[config.mk]
export PLATFORM = sky130hd
export DESIGN_NAME = ni_rd_hist_reader
export DESIGN_NICKNAME = d
export VERILOG_FILES = /design/src/rtl/ni_rd_hist_reader.sv
export SDC_FILE = /design/constraint.sdc
export NUM_CORES = 1
export LEC_CHECK = 0
export CAP_MARGIN = 10
export CORE_MARGIN = 1
export CORE_UTILIZATION = 43
export CTS_CLUSTER_DIAMETER = 60
export DETAILED_ROUTE_END_ITERATION = 6
export PLACE_DENSITY = 0.84
export SLEW_MARGIN = 10
export SYNTH_ARGS = -nofsm -noshare
export SYNTH_HDL_FRONTEND = slang
export SYNTH_SLANG_ARGS = --single-unit
[constraint.sdc]
create_clock -name i_clk -period 1.9 [get_ports i_clk]
set_clock_uncertainty 0.05 [all_clocks]
set_input_delay 0.38 -clock i_clk [delete_from_list [all_inputs] [get_ports i_clk]]
set_output_delay 0.38 -clock i_clk [all_outputs]
set_load 0.01 [all_outputs]
[src/rtl/ni_rd_hist_reader.sv]
// Readout sweep for the NI/RD histogram RAMs: read each bin, optionally zero it,
// and stream (idx, ni, rd) beats to the classifier over valid/ready.
module ni_rd_hist_reader #(
  parameter int WIDTH         = 8,
  parameter int SIZED         = 6,
  parameter int DEPTH         = 256,
  parameter int CLEAR_ON_READ = 1
) (
  input  logic             i_clk,
  input  logic             i_rst_n,
  input  logic             i_start,
  output logic             o_rd_en,
  output logic [WIDTH-1:0] o_rd_addr,
  input  logic [SIZED-1:0] i_ni_rdata,
  input  logic [SIZED-1:0] i_rd_rdata,
  output logic             o_clr_en,
  output logic [WIDTH-1:0] o_clr_addr,
  output logic             o_feat_valid,
  input  logic             i_feat_ready,
  output logic [SIZED-1:0] o_feat_ni,
  output logic [SIZED-1:0] o_feat_rd,
  output logic [WIDTH-1:0] o_feat_idx,
  output logic             o_feat_last,
  output logic             o_busy,
  output logic             o_done
);

  localparam logic [2:0] S_IDLE   = 3'd0;
  localparam logic [2:0] S_RD_REQ = 3'd1;
  localparam logic [2:0] S_RD_CAP = 3'd2;
  localparam logic [2:0] S_SEND   = 3'd3;
  localparam logic [2:0] S_DONE   = 3'd4;

  localparam logic [WIDTH-1:0] LAST_IDX = WIDTH'(DEPTH - 1);
  localparam bit               CLR      = (CLEAR_ON_READ != 0);

  logic [2:0]       state;
  logic [WIDTH-1:0] idx;

  // Termination keys off the captured last flag, so idx never has to wrap
  // even when DEPTH fills the whole address space.
  always_ff @(posedge i_clk or negedge i_rst_n) begin
    if (!i_rst_n) begin
      state       <= S_IDLE;
      idx         <= '0;
      o_feat_ni   <= '0;
      o_feat_rd   <= '0;
      o_feat_idx  <= '0;
      o_feat_last <= 1'b0;
    end else begin
      case (state)
        S_IDLE: begin
          if (i_start) begin
            state <= S_RD_REQ;
            idx   <= '0;
          end
        end
        S_RD_REQ: state <= S_RD_CAP;
        S_RD_CAP: begin
          o_feat_ni   <= i_ni_rdata;
          o_feat_rd   <= i_rd_rdata;
          o_feat_idx  <= idx;
          o_feat_last <= (idx == LAST_IDX);
          state       <= S_SEND;
        end
        S_SEND: begin
          if (i_feat_ready) begin
            if (o_feat_last) begin
              state <= S_DONE;
            end else begin
              idx   <= idx + 1'b1;
              state <= S_RD_REQ;
            end
          end
        end
        S_DONE:  state <= S_IDLE;
        default: state <= S_IDLE;
      endcase
    end
  end

  // Clear rides on the capture cycle, after the read data has been taken.
  assign o_rd_en      = (state == S_RD_REQ);
  assign o_rd_addr    = o_rd_en ? idx : '0;
  assign o_clr_en     = CLR && (state == S_RD_CAP);
  assign o_clr_addr   = o_clr_en ? idx : '0;
  assign o_feat_valid = (state == S_SEND);
  assign o_busy       = (state != S_IDLE);
  assign o_done       = (state == S_DONE);

endmodule

## Word-level counts from Yosys, hierarchy flattened

Cells that the tools add are included.
Widths: inputs -> output; s select.

| cells by class | value |
|---|---|
| add/subtract/negate cells | 1 |
| equality and inequality tests | 8 |
| multiplexer cells | 10 |
| reduce and logical (&&, ||, !) cells | 5 |

Operator list:

| kind | number |
|---|---|
| $mux 8 | 5 |
| $pmux 8 s2 | 1 |
| $pmux 3 s4 | 1 |
| $mux 3 | 3 |
| $add 8x1->8 const B | 1 |
| $eq 8x8->1 const B | 1 |
| $eq 3x2->1 const B | 2 |
| $ne 2x2->1 const B | 2 |
| $reduce_and 4->1 | 1 |
| $eq 3x1->1 const B | 1 |
| $eq 3x3->1 const B | 1 |
| $logic_not 3->1 | 1 |
| $reduce_bool 3->1 | 1 |
| $ne 2x1->1 const B | 1 |
| $reduce_and 2->1 | 1 |
| $reduce_bool 2->1 | 1 |

| word-level totals | value |
|---|---|
| bits in registers | 32 |
| input port bits | 16 |
| output and inout bits | 42 |
| word-level logic and storage cells | 30 |

## Depth between registers and ports, before layout

Gate-level depths: netlist of the first run.

| logic depth | value |
|---|---|
| word-level depth | 4 |
| gate-level depth with buffers | 6 |
| mapped depth without buffers | 5 |

## Least setup slack after synthesis of the first run

OpenSTA, ideal clock, no wires.

| timing path | value |
|---|---|
| path kind | flip-flop to output port |
| start | register state[2] |
| end | output port o_clr_addr[0] |
| arrival time | 1.218 ns |
| required time | 1.470 ns |
| path slack | 0.252 ns |
| cell stages (with the launch flop) | 5 |
| buffers on the path | 1 |
| cells stage by stage | dfrtp_1 > nand2b_1 > nor2_1 > clkbuf_1 > and2_1 |

| between the ends | value |
|---|---|
| cells in the longest elaborated chain, start to end | 2 |

RTL lines:

| item | RTL line | RTL |
|---|---|---|
| start: declaration | 37 | `logic [2:0] state;` |
| start signal: assignment | 44 | `state <= S_IDLE;` |
| start signal: assignment | 54 | `state <= S_RD_REQ;` |
| start signal: assignment | 58 | `S_RD_REQ: state <= S_RD_CAP;` |
| $eq 3x2->1 | 85 | `assign o_clr_en = CLR && (state == S_RD_CAP);` |
| named net o_clr_en | 16 | `output logic o_clr_en,` |
| $mux 8 | 86 | `assign o_clr_addr = o_clr_en ? idx : '0;` |
| end: declaration | 17 | `output logic [WIDTH-1:0] o_clr_addr,` |

The timed path passes the listed nets, and every way through them passes these cells.

## Worst setup path after layout of the first run

| timing path | value |
|---|---|
| start | register state[2] |
| end | output port o_rd_addr[7] |

| between the ends | value |
|---|---|
| cells in the longest elaborated chain, start to end | 2 |

RTL lines:

| item | RTL line | RTL |
|---|---|---|
| $eq 3x1->1 | 83 | `assign o_rd_en = (state == S_RD_REQ);` |
| $mux 8 | 84 | `assign o_rd_addr = o_rd_en ? idx : '0;` |
| end: declaration | 13 | `output logic [WIDTH-1:0] o_rd_addr,` |

Every way passes these cells.

==> reports/results.tsv, run 1 <==
metric	value	unit
fmax	487	MHz
post-synthesis mux area share	15.2	%
Area growth, synth to finish	59.1	%
IO Pins	58	
post-place instance area	0.00217	mm2
gr usage total	23.6	%
xor-xnor portion of the synthesized cell area	0	%
first-pass GRT wire length	6.24	mm
iteration count of the initial detailed-routing pass	5	
most common cell after layout, fill and taps aside	clkdlybuf4s50_1	
simple-gate share of the synthesized area	19.2	%
clk buf depth	2	
htree depth	2	
critical path data required time	1.47	ns
clock root cell	clkbuf_4	
total leakage power	1.11	nW
row count	20	
final slew viol count	0	
fin cells	258	
Avg WL per Cell	15.2	um
main combinational cell family by area after synthesis	simple AND/OR/NAND/NOR gates	
hold_ws	0.402	ns
Worst-Margin Slew	0.422	ns
Unique masters post-synth	30	
pwr/cell area	1350	mW/mm2
Initial Util	47.1	%
vias in the first global route	1339	
# hold bufs at CTS	0	
pre-CTS setup slack	-0.170	ns
critical path startpoint category	flip-flop	
Worst-path clk slew	0.10	ns
# setup viols final	16	
unrepaired setup endpoints after global routing	true	
Die W	60.8	um
fin area	0.00236	mm2
Vias	1348	
total gr overflow	0	
Final Wtd Congestion	0.835	
crit-path max FO	3	
Met3 Wirelength	241	um
CTS tree	done	
top sig layer	met4	
sequential area share after synthesis	53.9	%
WP data arrival	1.62	ns
min Tclk post-route	2.05	ns
Syn Inst Count	131	
clk_lat worst skew	0.33	ns
Synth Area in Compound Gates	8.42	%
DIE AREA	0.00370	mm2
r2r startpoint	state[1]$_DFFE_PN0P_	
most frequent cells in the layout	clkdlybuf4s50_1 (36), dfrtp_1 (30), mux2_1 (20)	
Final WS setup	-0.155	ns
post-route ant nets	0	
Critical Path Sink Type	primary output	
Final Hold Viols	0	
port bufs	57	
Final period util	108	%
synthesized flop and latch total	32	
vias per cell	5.22	
Post-Syn Nets	148	
Tot Pwr	0.00320	W
VDD IR max	708	uV
Clock Sinks	32	
Max Cap Viol	0	
drt drc	0	
Yosys warning count	0	
Post-Synth Adder-Cell Area	0.842	%
failing checks	setup timing	
crit path launch	state[2]$_DFFE_PN0P_	
Post-Syn Area	0.00149	mm2
routed length on met1	1.64	mm
Ant. Diodes	0	
Crit Path Class	reg2out	
initial antenna violation count	0	
placed wire-length estimate	2.56	mm
Rel. slew slack	71.9	%
pin count of the biggest net entering global routing	33	
Die Height	60.8	um
drt total wl	3.92	mm
metal2 WL	2.01	mm
placed cell count	238	
share of layout cells above drive strength 1	31.3	%
worst min path class	in2async	
status	finished, violations left	
CTS Buf Count	5	
Mean Syn Cell Area	11.3	um2
final-stage net count	230	
Core Area	0.00315	mm2
Initial DRC Count	52	
-- kinds of logic (layout without fill, tap and decap cells) --
logic type	after synthesis	count (layout)
AO/OA/AOI/OAI	22	22
adder cells (fa/ha/maj)	1	1
buffers and inverters	7	90
flip-flops	32	32
multiplexers	20	20
AND/OR/NAND/NOR	49	49
-- flip-flops by register name, summed over array words and instances (netlist names) --
register     flops
o_feat_ni        6
state            3
o_feat_last      1
idx              8
o_feat_rd        6
o_feat_idx       8
-- synth_stat cells --
library cell,count,share of area (%)
o21ai_1,11,3.7
nor2b_1,1,0.42
nand3b_1,1,0.51
nor3_1,1,0.34
or3b_1,1,0.59
or3_1,2,0.84
buf_2,3,1.0
nand2b_1,2,0.84
and4_1,1,0.59
nand4b_1,1,0.59
nor3b_1,1,0.51
nand4_1,1,0.42
o21ai_0,1,0.34
nor2_1,4,1.0
mux2_1,20,15
nor3b_2,1,0.84
nand2_1,9,2.3
and3_1,3,1.3
o31ai_1,3,1.5
inv_2,1,0.25
ha_1,1,0.84
nand3_1,3,1.0
and2_1,17,7.2
buf_6,1,0.76
clkbuf_1,2,0.51
a31oi_1,2,0.84
a21o_1,1,0.51
a21oi_1,3,1.0
o21bai_1,1,0.51
dfrtp_1,32,54
-- stage by stage --
stage                     util, %  setup TNS (ns)
after floorplan                 -               0
after global placement       68.8          -0.596
after detailed placement     68.8           -2.11
after CTS                    72.9          -0.925
after global routing         75.0           -2.05
final                        75.0           -1.23
-- final cells by class --
| type | count | area, um2 |
|---|---|---|
| clock buffers | 6 | 41.3 |
| clock inverters | 2 | 35.0 |
| fillers | 220 | 788 |
| inverters | 1 | 3.75 |
| multi-input cells | 92 | 703 |
| flip-flops and latches | 32 | 803 |
| well taps | 44 | 55.1 |
| repair buffers | 81 | 723 |
-- worst max-delay path: stages, from the launching register on --
cell and delay, ns:
dfrtp_1 0.46, nor3b_4 0.28, buf_6 0.14, buf_6 0.10, buf_6 0.09, and2_4 0.13
buf_6 0.09
-- routing by layer --
metal | up-vias | global-route usage, %
met4 | 0 | 7.47
met2 | 70 | 40.2
li1 | 628 | -
met3 | 9 | 6.82
met1 | 641 | 28.9
met5 | - | 0
-- report_power, final --
group / internal, W / total, W / leakage (nW) / switching, W
clock network: 0.000276 / 0.000512 / 0.0422 / 0.000236
logic: 0.000936 / 0.00163 / 0.657 / 0.000692
registers: 0.000895 / 0.00106 / 0.406 / 0.000166
-- path summary, 6_finish.rpt --
check | cells past startpoint | slack (ns) | to
worst max-delay path | 6 | -0.15 | o_rd_addr[7]
worst min-delay path | 2 | 0.40 | state[0]$_DFFE_PN0P_
worst max register to register | 6 | 0.08 | idx[3]$_DFFE_PN0P_
worst min register to register | 1 | 0.44 | o_feat_rd[3]$_DFFE_PN0N_
max in group asynchronous | 2 | 1.08 | state[1]$_DFFE_PN0P_
min in group i_clk | 1 | 0.44 | o_feat_rd[3]$_DFFE_PN0N_
-- what timing repair did --
action / CTS / global route
setup buffers: 9 / 2
gates cloned: 1 / 0
endpoints found under the setup margin: 21 / 26
resized for setup: 84 / 28
pin swaps: 2 / 3
No activity file was read; power rests on OpenSTA's default activity.
==> run 2, diff against run 1 <==
--- a/config.mk
+++ b/config.mk
@@ -7,10 +7,12 @@
 export LEC_CHECK = 0
 export CAP_MARGIN = 10
 export CORE_MARGIN = 1
-export CORE_UTILIZATION = 43
+export CORE_UTILIZATION = 60
 export CTS_CLUSTER_DIAMETER = 60
+export CTS_CLUSTER_SIZE = 25
 export DETAILED_ROUTE_END_ITERATION = 6
-export PLACE_DENSITY = 0.84
+export DONT_BUFFER_PORTS = 1
+export PLACE_DENSITY = 0.81
 export SLEW_MARGIN = 10
 export SYNTH_ARGS = -nofsm -noshare
 export SYNTH_HDL_FRONTEND = slang
==> run 2 against run 1 <==
Effect of this change: the flow now finishes without violations; non-clock buffer count shrank 74; wire length is 20% lower; clock power is 1% higher; combinational power shrank 50%; sequential power up 13%; via count is 21% lower; power decreased by 21%; sequential share of layout area up 13 points; count of clock-buffer cells in the layout shrank 1.
==> reports/results.tsv, run 2 (synthesis results as in run 1) <==
metric	value	unit
fmax	535	MHz
status	completed	
Initial DRC Count	21	
total gr overflow	0	
share of layout cells above drive strength 1	21.3	%
Hold Crit Depth	1	
DIE AREA	0.00268	mm2
IO Pins	58	
Final Hold Viols	0	
placed wire-length estimate	2.02	mm
placed cell count	157	
R2R cell count	5	
drt total wl	3.13	mm
htree depth	2	
final slew viol count	0	
iteration count of the initial detailed-routing pass	4	
pwr/cell area	1470	mW/mm2
fin area	0.00172	mm2
FF/Latch Area	803	um2
vias in the first global route	1043	
unrepaired setup endpoints after global routing	true	
Worst Path Buf+Inv	0	
crit-path max FO	14	
most frequent cells in the layout	dfrtp_1 (30), mux2_1 (20), o21ai_1 (11)	
critical path startpoint category	flip-flop	
first-pass GRT wire length	4.80	mm
Worst-path clk slew	0.11	ns
Core Area	0.00228	mm2
Die W	51.8	um
Area growth, synth to finish	15.6	%
total leakage power	0.773	nW
Layout fillers	145	
clk buf depth	2	
gr usage total	25.4	%
crit-path cells	nor3b_2 -> and2_1	
Worst path top cell family by delay	simple AND/OR/NAND/NOR gates	
worst min path class	in2reg	
final-stage net count	157	
Vias	1060	
post-place instance area	0.00155	mm2
Clock Sinks	32	
WP data arrival	1.44	ns
port bufs	0	
# setup viols final	0	
Avg WL per Cell	18.5	um
Initial Util	65.3	%
slowest stage cell, crit path	dfrtp_2	
fin cells	169	
Ant. Diodes	0	
Crit Path Class	reg2out	
Final Wtd Congestion	0.819	
clock root cell	clkbuf_4	
hold_ws	0.110	ns
vias per cell	6.27	
row count	17	
Critical Path Sink Type	primary output	
VDD IR max	1110	uV
min Tclk post-route	1.87	ns
cell depth of the worst setup path	2	
drt drc	0	
CTS tree	done	
Die Height	51.8	um
multi-input logic area	703	um2
critical path data required time	1.47	ns
Rel. slew slack	73.4	%
CTS Buf Count	5	
Largest regs	idx x8, o_feat_idx x8	
Worst-Margin Slew	0.398	ns
slowest stage delay, CP	0.52	ns
initial antenna violation count	0	
most common cell after layout, fill and taps aside	dfrtp_1	
setup TNS	0	ns
Final period util	98.3	%
clk_lat worst skew	0.34	ns
pin count of the biggest net entering global routing	33	
Max Cap Viol	0	
post-route ant nets	0	
[run 2: changes by cell type in the layout (fill, tap and decap cells not counted), moves of 3 or more]
cell | previous run | this run
buf_4 | 16 | 3
buf_6 | 15 | 0
buf_2 | 12 | 0
clkdlybuf4s50_1 | 36 | 0
buf_12 | 0 | 3
[run 2: repair_timing]
item | 4_1_cts | 5_1_grt
buffers inserted | 1 | 0
resized for setup | 5 | 9
setup endpoints to repair | 17 | 17
hold buffers | 2 | 0
hold endpoints to repair | 32 | 0
cloned | 0 | 1
pin swaps | 1 | 1
[run 2: routing by layer]
metal | wire (um) | part of all wire, % | track usage, % | up-vias
li1 | - | - | - | 481
met1 | 1200 | 39 | 27.7 | 524
met2 | 1660 | 53 | 43.9 | 51
met3 | 230 | 7.4 | 7.60 | 4
met4 | 31 | 0.99 | 14.0 | 0
met5 | 0 | 0 | 0 | -
[run 2: path summary, 6_finish.rpt]
path	from	end	slack [ns]
max in group asynchronous	i_rst_n	state[1]$_DFFE_PN0P_	1.18
worst max register to register	state[1]$_DFFE_PN0P_	idx[3]$_DFFE_PN0P_	0.08
worst max-delay path	state[0]$_DFFE_PN0P_	o_rd_addr[4]	0.03
min in group asynchronous	i_rst_n	o_feat_idx[0]$_DFFE_PN0N_	0.44
worst min register to register	o_feat_idx[6]$_DFFE_PN0N_	o_feat_idx[6]$_DFFE_PN0N_	0.52
worst min-delay path	i_rd_rdata[3]	o_feat_rd[3]$_DFFE_PN0N_	0.11
[run 2: where the power goes]
part | internal [W] | switching (W)
Clock | 0.000274 | 0.000245
Sequential | 0.000895 | 0.000307
Combinational | 0.000395 | 0.000417
Total | 0.00156 | 0.000968
[run 2: cell type report]
| type | instances | area share, % |
|---|---|---|
| Sequential cell | 32 | 46.8 |
| Multi-Input combinational cell | 93 | 40.9 |
| Timing Repair Buffer | 7 | 5.39 |
| Clock inverter | 3 | 2.48 |
| Clock buffer | 5 | 2.18 |
| Tap cell | 28 | 2.04 |
| Inverter | 1 | 0.218 |
[run 2: per-stage QoR]
| step | worst slack (ns) | total power (W) | utilization [%] |
|---|---|---|---|
| after floorplan | 0.252 | 0.00168 | - |
| after global placement | 0.260 | 0.00185 | 67.9 |
| after detailed placement | 0.198 | 0.00191 | 67.9 |
| after CTS | 0.00122 | 0.00249 | 74.0 |
| after global routing | -0.0497 | 0.00268 | 75.5 |
| final | 0.0319 | 0.00253 | 75.5 |
